`src/rtl/bus_mux_n_pkg.sv`:
```
// +----------------------------------------------------------------------+
// | bus_mux_pkg : shared types and constants for the bus_mux_n block     |
// | Rev 1.0                                                              |
// +----------------------------------------------------------------------+
`default_nettype none

package bus_mux_pkg;

    typedef enum logic [1:0] {
        ST_IDLE   = 2'd0,
        ST_ACTIVE = 2'd1,
        ST_ERROR  = 2'd2
    } state_e;

    typedef enum logic [1:0] {
        ERR_NONE    = 2'b00,
        ERR_DECODE  = 2'b01,
        ERR_TIMEOUT = 2'b10
    } err_code_e;

    localparam logic [31:0] C_ERR_DATA_DEFAULT = 32'hdeadbeef;

endpackage : bus_mux_pkg

`default_nettype wire

```
`src/rtl/bus_mux_n_if.sv`:
```
// +----------------------------------------------------------------------+
// | bus_mux_n_if : CPU-side and slave-side bus signals of bus_mux_n      |
// | Rev 1.0                                                              |
// +----------------------------------------------------------------------+
`default_nettype none

interface bus_mux_n_if #(
    parameter int N_SLAVES = 3
);
    logic [31:0]            i_la_addr;
    logic [31:0]            i_addr;
    logic                   i_valid;
    logic                   o_ready;
    logic [31:0]            o_rdata;
    logic [N_SLAVES-1:0]    o_slave_valid;
    logic [N_SLAVES-1:0]    i_slave_ready;
    logic [N_SLAVES*32-1:0] i_slave_rdata;

    // The mux is the slave of this bundle.
    modport slave (
        input  i_la_addr,
        input  i_addr,
        input  i_valid,
        input  i_slave_ready,
        input  i_slave_rdata,
        output o_ready,
        output o_rdata,
        output o_slave_valid
    );

    // The CPU plus the downstream slaves together form the master side.
    modport master (
        output i_la_addr,
        output i_addr,
        output i_valid,
        output i_slave_ready,
        output i_slave_rdata,
        input  o_ready,
        input  o_rdata,
        input  o_slave_valid
    );

endinterface : bus_mux_n_if

`default_nettype wire

```
`src/rtl/bus_mux_n_decoder.sv`:
```
// +----------------------------------------------------------------------+
// | bus_addr_decoder : combinational priority address decoder            |
// | Rev 1.0                                                              |
// +----------------------------------------------------------------------+
`default_nettype none

module bus_addr_decoder #(
    parameter int                     N_SLAVES   = 3,
    parameter logic [N_SLAVES*32-1:0] SLAVE_BASE = {32'h01000000, 32'h00010000, 32'h00000000},
    parameter logic [N_SLAVES*32-1:0] SLAVE_MASK = {32'hfffff000, 32'hffff0000, 32'hffff0000}
) (
    input  wire logic [31:0]         i_addr,
    output logic      [N_SLAVES-1:0] o_sel,
    output logic                     o_hit
);

    logic [N_SLAVES-1:0] w_match;

    for (genvar k = 0; k < N_SLAVES; k++) begin : g_match
        assign w_match[k] = ((i_addr & SLAVE_MASK[32*k +: 32]) == SLAVE_BASE[32*k +: 32]);
    end

    // Isolating the lowest set bit gives the lowest index priority on overlaps.
    assign o_sel = w_match & (~w_match + 1'b1);
    assign o_hit = |w_match;

endmodule : bus_addr_decoder

`default_nettype wire

```
`src/rtl/bus_mux_n.sv`:
```
// +----------------------------------------------------------------------+
// | bus_mux_n : PicoRV32 bus to N slaves, decode-miss and watchdog errors|
// | Rev 1.0                                                              |
// +----------------------------------------------------------------------+
`default_nettype none

module bus_mux_n
    import bus_mux_pkg::*;
#(
    parameter int                     N_SLAVES   = 3,
    parameter logic [N_SLAVES*32-1:0] SLAVE_BASE = {32'h01000000, 32'h00010000, 32'h00000000},
    parameter logic [N_SLAVES*32-1:0] SLAVE_MASK = {32'hfffff000, 32'hffff0000, 32'hffff0000},
    parameter int unsigned            TIMEOUT    = 255,
    parameter logic [31:0]            ERR_DATA   = C_ERR_DATA_DEFAULT
) (
    input  wire logic        clock,
    input  wire logic        resetn,
    bus_mux_n_if.slave       bus,
    output logic             o_err,
    output logic [1:0]       o_err_code,
    output logic [31:0]      o_err_addr,
    output logic [15:0]      o_err_count
);

    localparam int              CNT_W         = (TIMEOUT > 0) ? $clog2(TIMEOUT + 1) : 1;
    localparam logic [CNT_W-1:0] C_TIMEOUT_CNT = CNT_W'(TIMEOUT);
    localparam bit              C_WDOG_EN     = (TIMEOUT != 0);

    state_e                 state_q, state_d;
    logic [N_SLAVES-1:0]    sel_q, sel_d;
    logic                   hit_q, hit_d;
    logic [CNT_W-1:0]       cnt_q, cnt_d;
    err_code_e              err_code_q, err_code_d;
    logic [31:0]            err_addr_q, err_addr_d;
    logic [15:0]            err_count_q, err_count_d;

    logic [N_SLAVES-1:0]    w_dec_sel;
    logic                   w_dec_hit;
    logic                   w_routed;
    logic                   w_sel_ready;
    logic                   w_ready;
    logic                   w_timeout;
    logic                   w_enter_err;
    logic [31:0]            w_sel_rdata;
    logic [31:0]            w_rdata_or [N_SLAVES+1];

    bus_addr_decoder #(
        .N_SLAVES   (N_SLAVES),
        .SLAVE_BASE (SLAVE_BASE),
        .SLAVE_MASK (SLAVE_MASK)
    ) u_decoder (
        .i_addr (bus.i_la_addr),
        .o_sel  (w_dec_sel),
        .o_hit  (w_dec_hit)
    );

    // AND-OR read-data mux driven by the registered one-hot select.
    assign w_rdata_or[0] = '0;
    for (genvar k = 0; k < N_SLAVES; k++) begin : g_rdata
        assign w_rdata_or[k+1] = w_rdata_or[k] |
                                 (sel_q[k] ? bus.i_slave_rdata[32*k +: 32] : 32'h0);
    end
    assign w_sel_rdata = w_rdata_or[N_SLAVES];

    assign w_routed    = bus.i_valid & hit_q & (state_q != ST_ERROR);
    assign w_sel_ready = |(sel_q & bus.i_slave_ready);
    assign w_ready     = (state_q == ST_ERROR) | (w_routed & w_sel_ready);
    assign w_timeout   = C_WDOG_EN && (state_q == ST_ACTIVE) && w_routed &&
                         !w_sel_ready && (cnt_q == C_TIMEOUT_CNT);

    always_comb begin
        state_d = state_q;
        case (state_q)
            ST_IDLE: begin
                if (bus.i_valid) begin
                    if (!hit_q) begin
                        state_d = ST_ERROR;
                    end else if (!w_sel_ready) begin
                        state_d = ST_ACTIVE;
                    end
                end
            end
            ST_ACTIVE: begin
                // A ready in the timeout cycle still completes normally.
                if (!bus.i_valid || w_sel_ready) begin
                    state_d = ST_IDLE;
                end else if (w_timeout) begin
                    state_d = ST_ERROR;
                end
            end
            ST_ERROR: state_d = ST_IDLE;
            default:  state_d = ST_IDLE;
        endcase
    end

    assign w_enter_err = (state_d == ST_ERROR) && (state_q != ST_ERROR);

    always_comb begin
        sel_d       = sel_q;
        hit_d       = hit_q;
        cnt_d       = '0;
        err_code_d  = err_code_q;
        err_addr_d  = err_addr_q;
        err_count_d = err_count_q;

        // Decode is frozen while a transaction waits for its slave.
        if (!bus.i_valid || w_ready) begin
            sel_d = w_dec_sel;
            hit_d = w_dec_hit;
        end

        if (C_WDOG_EN && w_routed && !w_sel_ready && !w_timeout) begin
            cnt_d = cnt_q + 1'b1;
        end

        if (w_enter_err) begin
            err_code_d = (state_q == ST_IDLE) ? ERR_DECODE : ERR_TIMEOUT;
            err_addr_d = bus.i_addr;
            if (err_count_q != 16'hffff) begin
                err_count_d = err_count_q + 16'd1;
            end
        end
    end

    always_ff @(posedge clock or negedge resetn) begin
        if (!resetn) begin
            state_q     <= ST_IDLE;
            sel_q       <= '0;
            hit_q       <= 1'b0;
            cnt_q       <= '0;
            err_code_q  <= ERR_NONE;
            err_addr_q  <= '0;
            err_count_q <= '0;
        end else begin
            state_q     <= state_d;
            sel_q       <= sel_d;
            hit_q       <= hit_d;
            cnt_q       <= cnt_d;
            err_code_q  <= err_code_d;
            err_addr_q  <= err_addr_d;
            err_count_q <= err_count_d;
        end
    end

    assign bus.o_ready       = w_ready;
    assign bus.o_slave_valid = w_routed ? sel_q : '0;
    assign bus.o_rdata       = (state_q == ST_ERROR) ? ERR_DATA :
                               (w_routed ? w_sel_rdata : 32'h0);

    assign o_err       = (state_q == ST_ERROR);
    assign o_err_code  = err_code_q;
    assign o_err_addr  = err_addr_q;
    assign o_err_count = err_count_q;

endmodule : bus_mux_n

`default_nettype wire

```
`src/flat_wrapper.sv`:
```
// flat-port wrapper written by rule: the top's interface ports become plain ports
module bus_mux_n_flat import bus_mux_pkg::*;
#(
    parameter int                     N_SLAVES   = 3,
    parameter logic [N_SLAVES*32-1:0] SLAVE_BASE = {32'h01000000, 32'h00010000, 32'h00000000},
    parameter logic [N_SLAVES*32-1:0] SLAVE_MASK = {32'hfffff000, 32'hffff0000, 32'hffff0000},
    parameter int unsigned            TIMEOUT    = 255,
    parameter logic [31:0]            ERR_DATA   = C_ERR_DATA_DEFAULT
)
  (clock, resetn, o_err, o_err_code, o_err_addr, o_err_count, bus_i_la_addr, bus_i_addr, bus_i_valid, bus_i_slave_ready, bus_i_slave_rdata, bus_o_ready, bus_o_rdata, bus_o_slave_valid);
  bus_mux_n_if #(.N_SLAVES(N_SLAVES)) bus_i ();
  input  wire logic clock;
  input  wire logic resetn;
  output logic o_err;
  output logic [1:0] o_err_code;
  output logic [31:0] o_err_addr;
  output logic [15:0] o_err_count;
  input wire logic [$bits(bus_i.i_la_addr)-1:0] bus_i_la_addr;
  input wire logic [$bits(bus_i.i_addr)-1:0] bus_i_addr;
  input wire logic [$bits(bus_i.i_valid)-1:0] bus_i_valid;
  input wire logic [$bits(bus_i.i_slave_ready)-1:0] bus_i_slave_ready;
  input wire logic [$bits(bus_i.i_slave_rdata)-1:0] bus_i_slave_rdata;
  output wire logic [$bits(bus_i.o_ready)-1:0] bus_o_ready;
  output wire logic [$bits(bus_i.o_rdata)-1:0] bus_o_rdata;
  output wire logic [$bits(bus_i.o_slave_valid)-1:0] bus_o_slave_valid;
  assign bus_i.i_la_addr = bus_i_la_addr;
  assign bus_i.i_addr = bus_i_addr;
  assign bus_i.i_valid = bus_i_valid;
  assign bus_i.i_slave_ready = bus_i_slave_ready;
  assign bus_i.i_slave_rdata = bus_i_slave_rdata;
  assign bus_o_ready = bus_i.o_ready;
  assign bus_o_rdata = bus_i.o_rdata;
  assign bus_o_slave_valid = bus_i.o_slave_valid;
  bus_mux_n #(.N_SLAVES(N_SLAVES), .SLAVE_BASE(SLAVE_BASE), .SLAVE_MASK(SLAVE_MASK), .TIMEOUT(TIMEOUT), .ERR_DATA(ERR_DATA)) u_core (.clock(clock), .resetn(resetn), .bus(bus_i), .o_err(o_err), .o_err_code(o_err_code), .o_err_addr(o_err_addr), .o_err_count(o_err_count));
endmodule
```
`config.mk`:
```
export PLATFORM = sky130hd
export DESIGN_NAME = bus_mux_n_flat
export DESIGN_NICKNAME = d
export VERILOG_FILES = /design/src/rtl/bus_mux_n_pkg.sv /design/src/rtl/bus_mux_n_if.sv /design/src/rtl/bus_mux_n_decoder.sv /design/src/rtl/bus_mux_n.sv /design/src/flat_wrapper.sv
export SDC_FILE = /design/constraint.sdc
export NUM_CORES = 1
export LEC_CHECK = 0
export BUFFER_PORTS_ARGS = -buffer_cell sky130_fd_sc_hd__buf_2
export CAP_MARGIN = 5
export CELL_PAD_IN_SITES_DETAIL_PLACEMENT = 0
export CELL_PAD_IN_SITES_GLOBAL_PLACEMENT = 2
export CORE_ASPECT_RATIO = 1.5
export CORE_UTILIZATION = 24
export CTS_BUF_LIST = sky130_fd_sc_hd__clkbuf_8
export CTS_CLUSTER_DIAMETER = 80
export DETAILED_ROUTE_END_ITERATION = 6
export PLACE_DENSITY = 0.84
export SLEW_MARGIN = 20
export SYNTH_ARGS = -nofsm -noshare
export SYNTH_HDL_FRONTEND = slang
export SYNTH_SLANG_ARGS = --single-unit
```
`constraint.sdc`:
```
create_clock -name clock -period 4.6 [get_ports clock]
set_clock_uncertainty 0.05 [all_clocks]
set_input_delay 0 -clock clock [delete_from_list [all_inputs] [get_ports clock]]
set_output_delay 0 -clock clock [all_outputs]
set_load 0.1 [all_outputs]
```
==> results.txt <==
----------------------------------------------------
[Place]
  Total of buffers placed on input and output ports ... between 200 and 250
  Weighted congestion at the end of routability-driven global placement ... just under 0.8
  Cell Count Post-Placement ... slightly below 700
  Final HPWL DP ... ~8.4 mm

[Drt]
  Pre-antenna DRT Iters ... 7
  Number of nets with antenna violations after routing ... 0
  Vias ... ~3.7k
  Total detailed-routing wirelength ... 11.2 mm
  Residual DRC count ... 12
  Routed len/inst ... about 15 um
  Average via count per standard cell ... between 4 and 5
  Detailed Route Iter0 Violations ... a little over 200

[STA]
  Slew at the pin closest to its max-slew limit ... ~0.88 ns
  Number of hold violations in the final report ... 0
  Tmin final ... roughly 2.8 ns
  Worst rel slew slack ... 41.0%
  Total of endpoints with negative setup slack in the final report ... 0
  FMAX ... about 0.36 GHz
  Post-route clock period utilization ... between 60% and 70%
  Final Max Slew Viols ... 0
  Unrepaired setup endpoints after global routing ... no
  Summed negative setup slack over all endpoints ... 0 ns

[Logic synthesis]
  Largest cells by area after synthesis ... sky130_fd_sc_hd__dfrtp_1 48%, sky130_fd_sc_hd__mux2_2 11%, sky130_fd_sc_hd__a222oi_1 8.6%
  Number of enable flip-flop cells after synthesis ... 0
  Netlist cell types ... 42
  Synthesized netlist net count ... 481
  Mean Syn Cell Area ... between 10 and 15 um2
  Gate count of the mapped netlist ... around 310
  Netlist Area Pre-Place ... about 3400 um2
  Leading register cell type out of synthesis ... sky130_fd_sc_hd__dfrtp_1
  Synth area leader ... sky130_fd_sc_hd__dfrtp_1
  Number of flip-flops and latches in the synthesized netlist ... between 60 and 70
  Synth Warn # ... 0
  Area share of the largest cell type after synthesis ... between 40 and 50%
  Async SR Flop Fraction ... 100%
  Sequential-to-total area share from yosys stat ... a little under half

[Worst hold path]
  Worst Min Path Start ... bus_i_la_addr[20]
  Class of the most critical hold timing path ... input port to flip-flop

[Clock network]
  Number of sinks on the clock net ... between 60 and 70
  Number of buffers added by the clock tree synthesis step ... 9
  Reg clk slew, reported paths ... roughly 0.070 ns
  Maximum level of the CTS H-tree ... 3
  Maximum clock insertion buffer count ... 2
  CTS resizes ... 0
  Insertion delay to the later sink of the worst-skew pair ... 0.34 ns
  CTS tree ... yes
  Clk root buf ... sky130_fd_sc_hd__clkbuf_8

[Setup path]
  Crit path buffers/inverters ... 1
  Arrival time at the worst endpoint ... 2.94 ns
  Delay contributed by the slowest stage of the critical path ... roughly 0.69 ns
  Element type at the critical path end ... flip-flop
  Crit-path cells ... nand2_2 -> nor4_2 -> a21oi_2 -> inv_2 -> mux2_2
  Launching point of the worst reg2reg path ... u_core.hit_q
  Peak fanout along the critical path ... 38
  Setup CP Type ... flip-flop to flip-flop
  Critical path data required time ... 4.77 ns
  Type of element launching the critical path ... flip-flop
  Setup crit start ... u_core.hit_q
  Cell family with most CP delay ... compound AO/OA/AOI/OAI gates
  Slowest library cell on the worst path ... sky130_fd_sc_hd__a21oi_2

[Global routing]
  Number of antenna violations at the first check in global routing ... 1
  GR Util All Layers ... ~15%
  Pin count of the biggest net entering global routing ... 65
  Wire length of the first global-routing pass ... between 15 and 20 mm
  Overflow left after global routing ... 0
  Number of global-route vias before repair ... about 3.6k

[Layout]
  FF/Latch Area ... 1600 um2
  Multi-input gate area in the final layout ... between 1500 and 2000 um2
  Fill cell count ... approximately 1.4k
  Signed area change from the synthesized netlist to the final layout ... 56.3%
  Share of layout cells above drive strength 1 ... 51.6%
  Number of standard cells in the final layout excluding fillers ... 752
  Nets@finish ... roughly 750

[Run status]
  Run status ... finished with violations
  Failing checks ... DRC

[Floorplanning]
  X dimension of the die ... between 90 and 100 um
  Full die area ... approximately 15000 um2
  Count of pins on the block boundary ... roughly 250
  Core footprint ... 13600 um2
  Die span in y ... ~150 um
  Row count ... 52
  Starting density of the core ... roughly a quarter

[Job]
  Max capacitance violation total ... 0

[Power]
  Pwr per Cell Area ... approximately 430 nW/um2
  Leakage power figure ... 2.54 nW
  Worst IR drop on VDD ... around 0.39 mV

----------------------------------------------------
-- Yosys cell counts, types with 2 or more instances --
cell type / n
sky130_fd_sc_hd__a222oi_1: 29
sky130_fd_sc_hd__a22o_1: 2
sky130_fd_sc_hd__and2_1: 3
sky130_fd_sc_hd__and3_1: 2
sky130_fd_sc_hd__buf_6: 4
sky130_fd_sc_hd__clkbuf_1: 18
sky130_fd_sc_hd__dfrtp_1: 64
sky130_fd_sc_hd__ha_1: 2
sky130_fd_sc_hd__inv_1: 5
sky130_fd_sc_hd__mux2_2: 34
sky130_fd_sc_hd__nand2_1: 19
sky130_fd_sc_hd__nand2b_1: 2
sky130_fd_sc_hd__nand3_1: 18
sky130_fd_sc_hd__nand4_1: 5
sky130_fd_sc_hd__nor2_1: 21
sky130_fd_sc_hd__nor3_1: 7
sky130_fd_sc_hd__nor3b_1: 3
sky130_fd_sc_hd__nor4_1: 6
sky130_fd_sc_hd__nor4_2: 3
sky130_fd_sc_hd__nor4_4: 2
sky130_fd_sc_hd__o21ai_0: 26
sky130_fd_sc_hd__xnor2_1: 6
sky130_fd_sc_hd__xor2_1: 13
-- flip-flops by register name, indices dropped and copies added (netlist names) --
register            cells
u_core.o_err_addr      32
u_core.o_err_count     16
u_core.cnt_q            8
u_core.sel_q            3
u_core.o_err_code       2
u_core.state_q          2
u_core.hit_q            1
-- through the flow --
| stage | utilization [%] | total power [W] | area [um2] | worst slack, ns | hold slack [ns] |
|---|---|---|---|---|---|
| after floorplan | - | 0.00158 | 3370 | 1.20 | -0.346 |
| after global placement | 34.5 | 0.00179 | 4690 | 1.86 | 0.164 |
| after detailed placement | 34.5 | 0.00180 | 4690 | 1.82 | 0.184 |
| after CTS | 38.7 | 0.00227 | 5260 | 1.82 | 0.0598 |
| after global routing | 38.7 | 0.00234 | 5270 | 1.54 | 0.100 |
| final | 38.7 | 0.00224 | 5270 | 1.83 | 0.0868 |
-- cells by family after synthesis --
family,count (synthesis),synth area share [%]
and+or+nand+nor,98,16.1
buffers and inverters,31,4.49
xor gates and xnor gates,19,4.94
adders and majority gates,2,0.743
DFF,64,47.5
muxes,34,11.4
AOI/OAI and AO/OA,65,14.8
-- worst paths after layout --
path | endpoint | slack [ns] | cells past startpoint
hold / removal | u_core.hit_q | 0.09 | 5
max in group asynchronous | u_core.o_err_count[15] | 3.66 | 3
setup / recovery | u_core.o_err_addr[5] | 1.83 | 5
min in group asynchronous | u_core.o_err_count[1] | 0.31 | 3
setup reg to reg | u_core.o_err_addr[5] | 1.83 | 5
hold reg to reg | u_core.o_err_code[0] | 0.43 | 1
-- routing by layer --
| layer | up-vias | track usage (%) | part of all wire, % | wire [um] |
|---|---|---|---|---|
| met5 | - | 0 | 0 | 0 |
| met4 | 0 | 7.01 | 2.9 | 327 |
| met3 | 24 | 3.33 | 7.1 | 799 |
| met2 | 177 | 27.8 | 53 | 6000 |
| met1 | 1728 | 15.7 | 37 | 4110 |
| li1 | 1732 | - | - | - |
-- layout make-up --
| cell class | count | area share (%) |
|---|---|---|
| Multi-Input combinational cell | 218 | 30.7 |
| Timing Repair Buffer | 286 | 31.3 |
| Antenna cell | 1 | 0.0475 |
| Inverter | 6 | 0.428 |
| Sequential cell | 64 | 30.4 |
| Clock inverter | 4 | 0.404 |
| Tap cell | 162 | 3.85 |
| Clock buffer | 11 | 2.88 |
-- layout by cell type (no fill, tap or decap), types with 7 or more instances in the layout --
cell | synthesis | routed
sky130_fd_sc_hd__nand2_1 | 19 | 19
sky130_fd_sc_hd__nor2_1 | 21 | 21
sky130_fd_sc_hd__o21ai_0 | 26 | 26
sky130_fd_sc_hd__dlygate4sd3_1 | 0 | 40
sky130_fd_sc_hd__xor2_1 | 13 | 13
sky130_fd_sc_hd__nand3_1 | 18 | 18
sky130_fd_sc_hd__mux2_2 | 34 | 34
sky130_fd_sc_hd__buf_2 | 1 | 240
sky130_fd_sc_hd__clkbuf_8 | 0 | 11
sky130_fd_sc_hd__dfrtp_1 | 64 | 64
sky130_fd_sc_hd__nor3_1 | 7 | 7
sky130_fd_sc_hd__a222oi_1 | 29 | 29
-- worst register-to-register path: cells and delay by family (launching register included) --
family,cells,cell delay (ns)
AO/OA/AOI/OAI,1,0.69
flip-flops,1,0.43
multiplexers,1,0.44
AND/OR/NAND/NOR,2,0.49
buffers and inverters,1,0.55
-- power breakdown --
part           switching [W]  internal [W]
sequential         0.0000850      0.000645
clock               0.000210      0.000218
combinational       0.000876      0.000210
-- repair_timing --
| action | CTS | global route |
|---|---|---|
| hold buffers | 40 | 0 |
| hold endpoints to repair | 101 | 0 |
| buffers inserted | 0 | 0 |
Note: power is estimated with default switching activity, not from simulation.
